### config.mk
export PLATFORM = sky130hd
export DESIGN_NAME = sb_sched
export DESIGN_NICKNAME = d
export VERILOG_FILES = /design/src/rtl/sb_sched.sv
export SDC_FILE = /design/constraint.sdc
export NUM_CORES = 1
export LEC_CHECK = 0
export CAP_MARGIN = 20
export CORE_MARGIN = 1.5
export CORE_UTILIZATION = 60
export CTS_CLUSTER_DIAMETER = 80
export DETAILED_ROUTE_END_ITERATION = 6
export PLACE_DENSITY = 0.8
export SKIP_LAST_GASP = 1
export SYNTH_ARGS = -nofsm -noshare
export SYNTH_HDL_FRONTEND = slang
export SYNTH_SLANG_ARGS = --single-unit
### constraint.sdc
create_clock -name clk -period 8.9 [get_ports clk]
set_input_delay 1.78 -clock clk [delete_from_list [all_inputs] [get_ports clk]]
set_output_delay 1.78 -clock clk [all_outputs]
set_load 0.02 [all_outputs]
### src/rtl/sb_sched.sv
// Context scheduler for the 8-bit switch box: steps through a table of
// {sel, hold} entries and drives SB.sel, falling back to the all-zero route when idle.
//
// state | meaning
// IDLE  | table writable, sel_out forced to 0, waiting for start
// RUN   | applying table[ctx_idx] for its dwell, then advancing/wrapping/finishing
module sb_sched #(
   parameter int SEL_W  = 16,
   parameter int DEPTH  = 8,
   parameter int IDX_W  = 3,
   parameter int HOLD_W = 8
) (
   input  logic              clk,
   input  logic              rst_n,
   input  logic              cfg_wr,
   input  logic [IDX_W-1:0]  cfg_addr,
   input  logic [SEL_W-1:0]  cfg_sel,
   input  logic [HOLD_W-1:0] cfg_hold,
   output logic              cfg_ready,
   output logic              cfg_err,
   input  logic              start,
   input  logic              stop,
   input  logic              loop,
   input  logic [IDX_W-1:0]  last_idx,
   output logic [SEL_W-1:0]  sel_out,
   output logic [IDX_W-1:0]  ctx_idx,
   output logic              ctx_strobe,
   output logic              active,
   output logic              done
);

   typedef enum logic {IDLE, RUN} state_t;

   state_t            state;
   logic [SEL_W-1:0]  tbl_sel  [DEPTH];
   logic [HOLD_W-1:0] tbl_hold [DEPTH];
   logic [IDX_W-1:0]  last_q;
   logic [HOLD_W-1:0] cnt;
   logic              wr_ok;
   logic [HOLD_W-1:0] hold0;
   logic [IDX_W-1:0]  nxt_idx;

   // Counter holds remaining cycles minus one, so hold 0 and 1 both dwell one cycle.
   function automatic logic [HOLD_W-1:0] dwell(input logic [HOLD_W-1:0] h);
      return (h == '0) ? '0 : h - 1'b1;
   endfunction

   assign wr_ok   = cfg_wr && (state == IDLE);
   // A write to entry 0 on the start edge must be seen by the first dwell load.
   assign hold0   = (wr_ok && cfg_addr == '0) ? cfg_hold : tbl_hold[0];
   assign nxt_idx = (ctx_idx == last_q) ? '0 : ctx_idx + 1'b1;

   assign cfg_ready = (state == IDLE);
   assign active    = (state == RUN);
   assign sel_out   = active ? tbl_sel[ctx_idx] : '0;

   always_ff @(posedge clk) begin
      if (!rst_n) begin
         state      <= IDLE;
         last_q     <= '0;
         cnt        <= '0;
         ctx_idx    <= '0;
         ctx_strobe <= 1'b0;
         done       <= 1'b0;
         cfg_err    <= 1'b0;
         for (int i = 0; i < DEPTH; i++) begin
            tbl_sel[i]  <= '0;
            tbl_hold[i] <= '0;
         end
      end else begin
         ctx_strobe <= 1'b0;
         done       <= 1'b0;
         cfg_err    <= cfg_wr && (state != IDLE);
         if (wr_ok) begin
            tbl_sel[cfg_addr]  <= cfg_sel;
            tbl_hold[cfg_addr] <= cfg_hold;
         end
         case (state)
            IDLE: begin
               if (start && !stop) begin
                  state      <= RUN;
                  last_q     <= last_idx;
                  ctx_idx    <= '0;
                  cnt        <= dwell(hold0);
                  ctx_strobe <= 1'b1;
               end
            end
            RUN: begin
               if (stop) begin
                  state   <= IDLE;
                  ctx_idx <= '0;
                  cnt     <= '0;
               end else if (cnt != '0) begin
                  cnt <= cnt - 1'b1;
               end else if (ctx_idx != last_q || loop) begin
                  ctx_idx    <= nxt_idx;
                  cnt        <= dwell(tbl_hold[nxt_idx]);
                  ctx_strobe <= 1'b1;
               end else begin
                  state   <= IDLE;
                  ctx_idx <= '0;
                  done    <= 1'b1;
               end
            end
            default: state <= IDLE;
         endcase
      end
   end

endmodule

# == Yosys cells after proc, flatten, opt, wreduce, memory -nomap -nowiden ==
# Memories as Yosys holds them, arrays and structs flattened. A register that Yosys moved wholly into a read port is not among the register bits.
# Index checks and enable logic that the tools add are counted.
# Widths: inputs -> output; s select.
# totals
out_inout_bits,24
mem_count,2
in_bits,36
mem_bits_rw,192
register_bits,18
elab_cells,72
# classes
muxes,36
eq_ne,5
add_sub_neg,4
bitwise,2
n_reduce_logical,16
# memory_table
name,words,width,read_ports,rd_clocked_by_memory_dff,write_ports,line_no,rtl
tbl_sel,8,16,1,1,8,35,logic [SEL_W-1:0] tbl_sel [DEPTH];
tbl_hold,8,8,2,0,8,36,logic [HOLD_W-1:0] tbl_hold [DEPTH];
# ops
op,count
$mux 8,8
$mux 16,2
$mux 3,9
$sub 8x1->8 const B,3
$logic_not 8->1,2
$pmux 8 s2,1
$reduce_or 16->1,1
$mux 1,13
$reduce_bool 8->1,1
$reduce_or 8->1,1
$pmux 3 s2,1
$reduce_and 2->1,3
$logic_and 1x1->1,4
$ne 4x2->1 const B,1
$pmux 1 s2,2
$reduce_or 4->1,1
$add 3x1->3 const B,1
$eq 3x3->1,1
$logic_not 3->1,1
$ne 3x3->1,1
$ne 3x3->1 const B,1
$ne 2x1->1 const B,1
$not 1->1,2
$logic_not 1->1,1
$logic_or 1x1->1,1

# == Longest topological paths before layout ==
# Gate-level depths: netlist of run 1.
# An unclocked memory read counts as a cell.
# logic_depth
depth_word,9
ltp_mapped,13
ltp_nobuf,11

# == Worst setup path after synthesis of run 1 ==
# OpenSTA, ideal clock, no wires.
# synth_timing
path_type,input port to flip-flop
start,input rst_n
end,"memory tbl_hold[3][0], enable pin"
cell_stages,3
required_ns,8.462
setup_time_ns,0.438
path_slack_ns,4.451
arrival_time_ns,4.011
n_path_buf,1
path_cell_list,clkbuf_1 -> nand3_1 -> o21ai_0
# synth_lines
item,line_no,rtl
start: declaration,14,"input logic rst_n,"
end: declaration,36,

==> results of run 1 <==
## cells in the final DEF (no fill, tap or decap), types with 5 or more instances in the layout
master             n
and2_1           195
inv_1             10
nor3_1             9
o21a_1             5
clkinv_2           5
mux2i_1           30
a21oi_1           15
xor2_1            13
ha_1               6
clkdlybuf4s50_1   59
xnor2_1            7
buf_4             12
nand2b_1           6
nor2_2             6
clkbuf_16         23
nor2_1            43
nand3_1            8
nand2_1           17
nor2b_1            6
edfxtp_1         192
mux4_2            40
clkbuf_1           6
dfxtp_1           20
o21ai_0           22
## cells by family after synthesis
logic type / Yosys count / share of synthesized area
and+or+nand+nor: 313 / 0.176
DFF: 213 / 0.601
AOI/OAI and AO/OA: 83 / 0.0542
muxes: 71 / 0.118
buffers and inverters: 57 / 0.0236
xor gates and xnor gates: 22 / 0.0202
adders and majority gates: 6 / 0.00730
## state kept, by name (all words and copies together) (netlist names), named ones only
register / cells
tbl_sel: 128
ctx_idx: 3
cfg_err: 1
done: 1
last_q: 3
ctx_strobe: 1
active: 1
cnt: 8
tbl_hold: 64
## layer usage
metal | vias up | part of all wire | global-route usage
met5 | - | 0 | 0
met4 | 0 | 0.027 | 0.0936
met3 | 46 | 0.061 | 0.0329
met2 | 218 | 0.51 | 0.452
met1 | 3140 | 0.41 | 0.344
li1 | 2899 | - | -
## power by group through the flow
stage / clock (W) / combinational [W] / sequential (W)
6_report: 0.000914 / 0.000185 / 0.00116
5_1_grt: 0.000959 / 0.000200 / 0.00116
4_1_cts: 0.000922 / 0.000184 / 0.00116
3_5_place_dp: 0 / 0.000182 / 0.00118
3_3_place_gp: 0 / 0.000178 / 0.00117
2_1_floorplan: 0 / 0.000112 / 0.00117
## Yosys cell counts (all sizes together), types with 5 or more instances
master	count
and2	195
edfxtp	192
nor2	49
mux4	40
clkbuf	35
mux2i	30
o21ai	30
dfxtp	21
nand2	17
a21oi	16
xor2	14
buf	12
nor3	12
inv	10
nand3	8
xnor2	8
ha	6
nand2b	6
nor2b	6
o21a	5
## final cells by class
cell class,count,area share
Clock inverter,11,0.00915
Timing Repair Buffer,75,0.0627
Sequential cell,213,0.520
Tap cell,220,0.0231
Clock buffer,30,0.0514
Inverter,10,0.00315
Multi-Input combinational cell,495,0.331
## stage by stage
step | hold WS [ns] | instances | utilization
global route | 0.580 | 1054 | 0.715
finish | 0.541 | 1054 | 0.715
floorplan | 0.503 | 765 | -
global placement | 0.528 | 1009 | 0.668
detailed placement | 0.530 | 1010 | 0.669
CTS | 0.542 | 1051 | 0.712
## worst paths after layout
kind	slack, ns	cells past startpoint	to	from
setup reg to reg	5.44	11	cnt[6]	ctx_idx[0]
hold reg to reg	0.54	2	last_q[1]	last_q[1]
setup / recovery	4.34	5	sel_out[14]	flop
hold / removal	0.54	2	last_q[1]	last_q[1]
## worst max-delay path, stage by stage (launching register included)
cell,delay (ns)
dfxtp_2,0.31
buf_4,0.49
mux4_2,0.60
mux2i_1,0.20
nor2_1,0.07
clkdlybuf4s50_1,0.57
==> results.toml, run 1 <==
[outcome]
status = "completed"

[critical_path]
path_class = "flop to output pin"
critical_path_required_ns = 7.12
end_kind = "output pin"
start_kind = "flop"
critPathMaxFanout = 32
arrival_ns = 2.78

[logic_synthesis]
synth_area_leaders = "edfxtp_1 56%, and2_1 12%, mux4_2 8.8%"
ys_types = 61
syn-num-nets = 807
async_flop_share = 0
syn_avg_cell_area_sq_um = 13.4
synth_area_leader_cell = "edfxtp_1"
synth_top_area_frac = 0.560
ys.warnings.count = 0
synth_edf_count = 192
ys_seq_elements = 213
synth_seq_area_share = 0.601
synth_cells = 765
synth_ff_type = "edfxtp_1"
syn_area_sq_um = 10300

[detailed_routing]
post_drt_wl_per_cell_microns = 21.6
wirelength_microns = 22700
ant_nets = 0
drt-vias-per-instance = 5.98
drc = 0
num_vias = 6303
drt_iter0_drc = 552
dr.pass1.iters = 5

[pwr]
seqPwrFrac = 0.513
finalPower_w = 0.00226
swShare = 0.222
combPwrFrac = 0.082
internal_power_w = 0.00175
clockPowerShare = 0.405
ir_worst_vdd_mv = 0.157
power_density_nw_per_um2 = 189
leakage_nw = 4.19
p_switching_w = 0.000501

[cells_and_area]
diodes = 0
drive_above_1_share = 0.135
seqCellArea_sq_um = 6190
nets = 860
multiInputGateArea_sq_um = 3940
area_growth_pct = 15.7
fillers = 1084
finalInstanceArea_sq_um = 11900

[clock_tree]
ctsLongestPathBuffers = 3
cts_max_level = 1
clk_pin_slew_ns = 0.06
clock_latency_ns = 0.51
cts_hold_buf = 0
ctsResizeCount = 0
cts-root-buf = "clkbuf_16"
clock-sinks = 213
postCtsSetupRepairBufs = 0
tritoncts = "done"
cts_made_buffers = 23

[timing]
finalMaxSlewViolations = 0
clock_skew_ns = 0.0129
fmax_mhz = 219
relSlewSlack = 0.263
finalSetupViolCount = 0
min_period_ns = 4.56
hold_viol_final = 0
rsz0062_at_grt = "no"
finalCritPeriodShare = 0.512
max_slew.worst_pin.slew_ns = 1.10
fin_setup_tns_ns = 0
worst_slack_ns = 4.34

[global_route]
grt_pass1_wl_microns = 35700
grtUsageTotal = 0.261
grt_pass1_vias = 6497
grt_max_degree = 33
antenna_found_initial = 0
overflow = 0

[floorplanning]
die_h_microns = 134
io_pins = 60
core_sq_um = 16600
die_width_microns = 134
rows = 47
die_area_sq_um = 17900
start_util = 0.618

[job]
maxCapViolCount = 0

[place]
place_congestion = 0.893
io_buffers = 59
dp_worst_setup_slack_ns = 4.28
dp_hpwl_microns = 13800
dpl-instance-area_sq_um = 11100

[hold_path]
hold_class = "flop to flop"
Note: power is estimated with default switching activity, not from simulation.
==> run 2, diff against run 1 <==
- CORE_UTILIZATION: 60 -> 54
- PLACE_DENSITY: 0.8 -> 0.76
- clock period: 8.9 -> 4.1 ns (I/O delays scaled with it)
==> run 2 against run 1 <==
Against the previous run:
- first-iteration DRC count decreased by 0.36%
- die area increased by 11%
- sequential power increased by 120%
- utilization decreased by 7.6 points
- clock skew increased by 0.0096 ns
- setup slack got worse by 3.6 ns
- total power increased by 120%
- routed wire length increased by 2.9%
- clock power increased by 120%
- register-to-register slack got worse by 4.5 ns
- non-clock buffer count increased by 9
- largest cell class unchanged
- critical path type unchanged
- count of clock-buffer cells in the layout decreased by 4
==> results.toml, run 2 (same netlist as run 1, synthesis figures left out) <==
[outcome]
status = "completed"

[place]
place_congestion = 0.867
dpl-instance-area_sq_um = 11200
post-place-cells = 1036
dp_hpwl_microns = 14000
io_buffers = 59

[detailed_routing]
num_vias = 6498
post_drt_wl_per_cell_microns = 21.7
drt-vias-per-instance = 6.03
wirelength_microns = 23400
dr.pass1.iters = 5
drc = 0
ant_nets = 0
drt_iter0_drc = 550

[pwr]
finalPower_w = 0.00496
p_switching_w = 0.00111
ir_worst_vdd_mv = 0.346
seqPwrFrac = 0.505
combPwrFrac = 0.082
leakage_nw = 4.23
power_density_nw_per_um2 = 415
clockPowerShare = 0.413
internal_power_w = 0.00385
swShare = 0.224

[hold_path]
hold_path_depth = 2
min_from = "last_q[1]"
hold_class = "flop to flop"
holdPathEnd = "last_q[1]"

[timing]
whs_ns = 0.535
finalMaxSlewViolations = 0
finalSetupViolCount = 0
relSlewSlack = 0.375
max_slew.worst_pin.slew_ns = 0.937
fmax_mhz = 299
min_period_ns = 3.35
fin_setup_tns_ns = 0
finalCritPeriodShare = 0.816
rsz0062_at_grt = "no"
hold_viol_final = 0
clock_skew_ns = 0.0225

[critical_path]
r2r-end = "cnt[5]"
start_kind = "flop"
r2r-start = "ctx_idx[1]"
reg2regPathDepth = 10
arrival_ns = 2.53
path_cells = "buf_12 > mux4_2 > mux2i_1 > nor2_1 > clkdlybuf4s50_1"
critical_path_required_ns = 3.28
path_class = "flop to output pin"
end_kind = "output pin"
cpMaxStageDelayCell = "clkdlybuf4s50_1"
ff2ff_setup_slack_ns = 0.90
slowest_delay_ns = 0.58
critPathMaxFanout = 32

[cells_and_area]
layoutNonFillerInstCount = 1078
nets = 869
largest_reg_flops = 128
finalInstanceArea_sq_um = 12000
regMostFlops = "tbl_sel"
top_regs = "tbl_sel (128), tbl_hold (64), cnt (8)"
diodes = 0
area_growth_pct = 16.2
final_common_cell = "and2_1"
layout_common_cells = "195 x and2_1, 192 x edfxtp_1, 59 x clkdlybuf4s50_1, 49 x nor2_1, 40 x mux4_2"
drive_above_1_share = 0.136

[floorplanning]
io_pins = 60
core_sq_um = 18700
die_h_microns = 141
die_area_sq_um = 19900
start_util = 0.550
rows = 50
die_width_microns = 141

[global_route]
overflow = 0
antenna_found_initial = 0
grt_max_degree = 33
grtUsageTotal = 0.243
grt_pass1_vias = 6629
grt_pass1_wl_microns = 36600

[clock_tree]
ctsResizeCount = 0
clk_pin_slew_ns = 0.06
clock-sinks = 213
cts_hold_buf = 0
postCtsSetupRepairBufs = 0
cts-root-buf = "clkbuf_16"
cts_max_level = 1
clock_latency_ns = 0.52
ctsLongestPathBuffers = 3
cts_made_buffers = 23
tritoncts = "done"

[job]
maxCapViolCount = 0
run 2: changes by cell type in the layout (fill, tap and decap cells not counted), sizes merged:
| cell | before | now |
|---|---|---|
| buf | 16 | 25 |
| bufinv | 2 | 3 |
| clkbuf | 30 | 26 |
| clkinv | 7 | 11 |
run 2: power groups by stage:
stage | registers (W) | clock network [W] | logic, W
finish | 0.00251 | 0.00205 | 0.000404
detailed placement | 0.00255 | 0 | 0.000401
global placement | 0.00254 | 0 | 0.000391
floorplan | 0.00254 | 0 | 0.000244
global route | 0.00251 | 0.00215 | 0.000439
CTS | 0.00251 | 0.00207 | 0.000404
run 2: layout make-up:
class | instances | area (sq um)
well taps | 234 | 293
multi-input cells | 495 | 3890
fillers | 1347 | 6750
flip-flops and latches | 213 | 6190
clock buffers | 26 | 587
clock inverters | 16 | 156
repair buffers | 84 | 803
inverters | 10 | 37.5
run 2: per-layer routing:
metal | track usage | wire [microns]
met1 | 0.315 | 9560
met2 | 0.433 | 12100
met3 | 0.0309 | 1220
met4 | 0.0658 | 486
met5 | 0 | 0
run 2: worst max-delay path by stage:
| stage | end | slack [ns] | cells past startpoint |
|---|---|---|---|
| 3_5_place_dp | cnt[7] | 0.59 | 10 |
| 4_1_cts | sel_out[9] | 0.71 | 5 |
| 2_1_floorplan | tbl_hold[3][0] | 0.61 | 3 |
| 5_1_grt | sel_out[9] | 0.62 | 5 |
| 3_3_place_gp | cnt[7] | 0.65 | 10 |
| 6_report | sel_out[9] | 0.75 | 5 |
run 2: worst max-delay path: cells and delay by family, from the launching register on:
family | cells | cell delay (ns)
buf+inv | 2 | 0.83
mux | 2 | 0.73
flops | 1 | 0.34
simple gates | 1 | 0.07
run 2: per-stage QoR:
stage               setup WS, ns  utilization
global route               0.623        0.639
CTS                        0.709        0.639
floorplan                  0.611            -
global placement           0.652        0.599
detailed placement         0.590        0.599
finish                     0.755        0.639
==> run 3, diff against run 2 <==
- clock period: 4.1 -> 2.75 ns (I/O delays scaled with it)
==> run 3 against run 2 <==
Against the previous run:
- total power increased by 58%
- design area grew 6.2%
- routed wire length grew 7.3%
- largest cell class unchanged
==> results.toml, run 3 (same netlist as run 1, synthesis figures left out) <==
[outcome]
status = "completed"

[detailed_routing]
ant_nets = 0
drt_iter0_drc = 556
met2_length_microns = 13200
wirelength_microns = 25100
highest_layer = "met4"
num_vias = 6680
post_drt_wl_per_cell_microns = 22.3
drc = 0
met1_length_microns = 10000
dr_wl_met3_microns = 1220
dr.pass1.iters = 5
drt-vias-per-instance = 5.93

[cells_and_area]
finalInstanceArea_sq_um = 12700
fin_util = 0.679
top_regs = "tbl_sel (128), tbl_hold (64), cnt (8)"
drive_above_1_share = 0.219
final_common_cell = "and2_1"
seqCellArea_sq_um = 6200
layout_common_cells = "195 x and2_1, 192 x edfxtp_1, 53 x buf_4, 48 x nor2_1, 43 x clkdlybuf4s50_1"
nets = 917
multiInputGateArea_sq_um = 4010
area_growth_pct = 23.4
diodes = 0
regMostFlops = "tbl_sel"
largest_reg_flops = 128
fillers = 1263

[timing]
fin_setup_tns_ns = 0
finalMaxSlewViolations = 0
min_period_ns = 2.71
fmax_mhz = 369
rsz0062_at_grt = "yes"
max_slew.worst_pin.slew_ns = 0.502
hold_viol_final = 0
finalCritPeriodShare = 0.986
clock_skew_ns = 0.0152
finalSetupViolCount = 0
whs_ns = 0.545
relSlewSlack = 0.664

[critical_path]
critPathMaxFanout = 10
start_kind = "flop"
arrival_ns = 2.16
critical_path_required_ns = 2.20
slowest_delay_ns = 0.50
end_kind = "output pin"
cpMaxStageDelayCell = "mux4_2"
path_cells = "buf_16 > mux4_2 > mux2i_1 > nor2_1 > dlygate4sd2_1"
path_class = "flop to output pin"

[floorplanning]
die_h_microns = 141
start_util = 0.550
die_width_microns = 141
rows = 50
core_sq_um = 18700
io_pins = 60
die_area_sq_um = 19900

[place]
dp_hpwl_microns = 15200
place_congestion = 0.875
dpl-instance-area_sq_um = 11700
io_buffers = 59

[global_route]
antenna_found_initial = 0
grtUsageTotal = 0.258
grt_max_degree = 33
grt_pass1_wl_microns = 38600
overflow = 0
grt_pass1_vias = 7046

[clock_tree]
clock_latency_ns = 0.51
clock-sinks = 213
cts_max_level = 1
clk_pin_slew_ns = 0.06
cts-root-buf = "clkbuf_16"
tritoncts = "done"
cts_hold_buf = 0
cts_made_buffers = 24
ctsLongestPathBuffers = 3

[pwr]
power_density_nw_per_um2 = 616
leakage_nw = 4.65
ir_worst_vdd_mv = 0.518

[job]
maxCapViolCount = 0

[hold_path]
hold_class = "flop to flop"
-- run 3: cell count changes in the layout (fill, tap and decap cells not counted), moves of 4 or more --
| cell | before | now |
|---|---|---|
| buf_12 | 2 | 14 |
| clkbuf_2 | 0 | 6 |
| dlygate4sd2_1 | 0 | 8 |
| clkdlybuf4s50_1 | 59 | 43 |
| a221oi_1 | 4 | 0 |
| a221oi_2 | 0 | 4 |
| buf_4 | 23 | 53 |
-- run 3: final timing paths --
kind	from	cells after the start	end	slack (ns)
setup / recovery	flop	5	sel_out[7]	0.04
hold / removal	last_q[1]	2	last_q[1]	0.55
setup reg to reg	ctx_idx[0]	10	cnt[2]	0.05
hold reg to reg	last_q[1]	2	last_q[1]	0.55
-- run 3: stage by stage --
stage | instances | setup slack [ns] | total power (W)
floorplan | 765 | -0.469 | 0.00416
global placement | 1076 | -0.198 | 0.00444
detailed placement | 1076 | -0.261 | 0.00447
CTS | 1120 | -0.152 | 0.00782
global route | 1126 | -0.0512 | 0.00803
finish | 1126 | 0.0376 | 0.00782
-- run 3: worst max-delay path: cells and delay by family (launching register included) --
kind	cells	cell delay [ns]
multiplexers	2	0.67
AND/OR/NAND/NOR	1	0.06
flip-flops	1	0.43
buffers and inverters	2	0.49
-- run 3: repair_timing --
action,in CTS,in global routing
gates cloned,1,1
setup buffers,0,5
pin swaps,0,5
resized for setup,27,32
endpoints found under the setup margin,18,22
-- run 3: layout make-up --
cell class                 count  share of cell area
clock buffer                  27              0.0499
clock inverter                16              0.0166
inverter                      10             0.00296
multi-input combinational    495               0.316
sequential                   213               0.488
tap                          234              0.0231
timing repair buffer         131               0.104
-- run 3: per-layer routing --
metal,global-route usage,up-vias
li1,-,3025
met1,0.321,3364
met2,0.466,238
met3,0.0343,53
met4,0.0844,0
met5,0,-
-- run 3: where the power goes --
part           leakage [nW]  internal (W)  switching (W)
logic                  2.11      0.000313       0.000389
registers              2.13       0.00368      0.0000635
clock network         0.412       0.00212        0.00125
total                  4.65       0.00611        0.00171
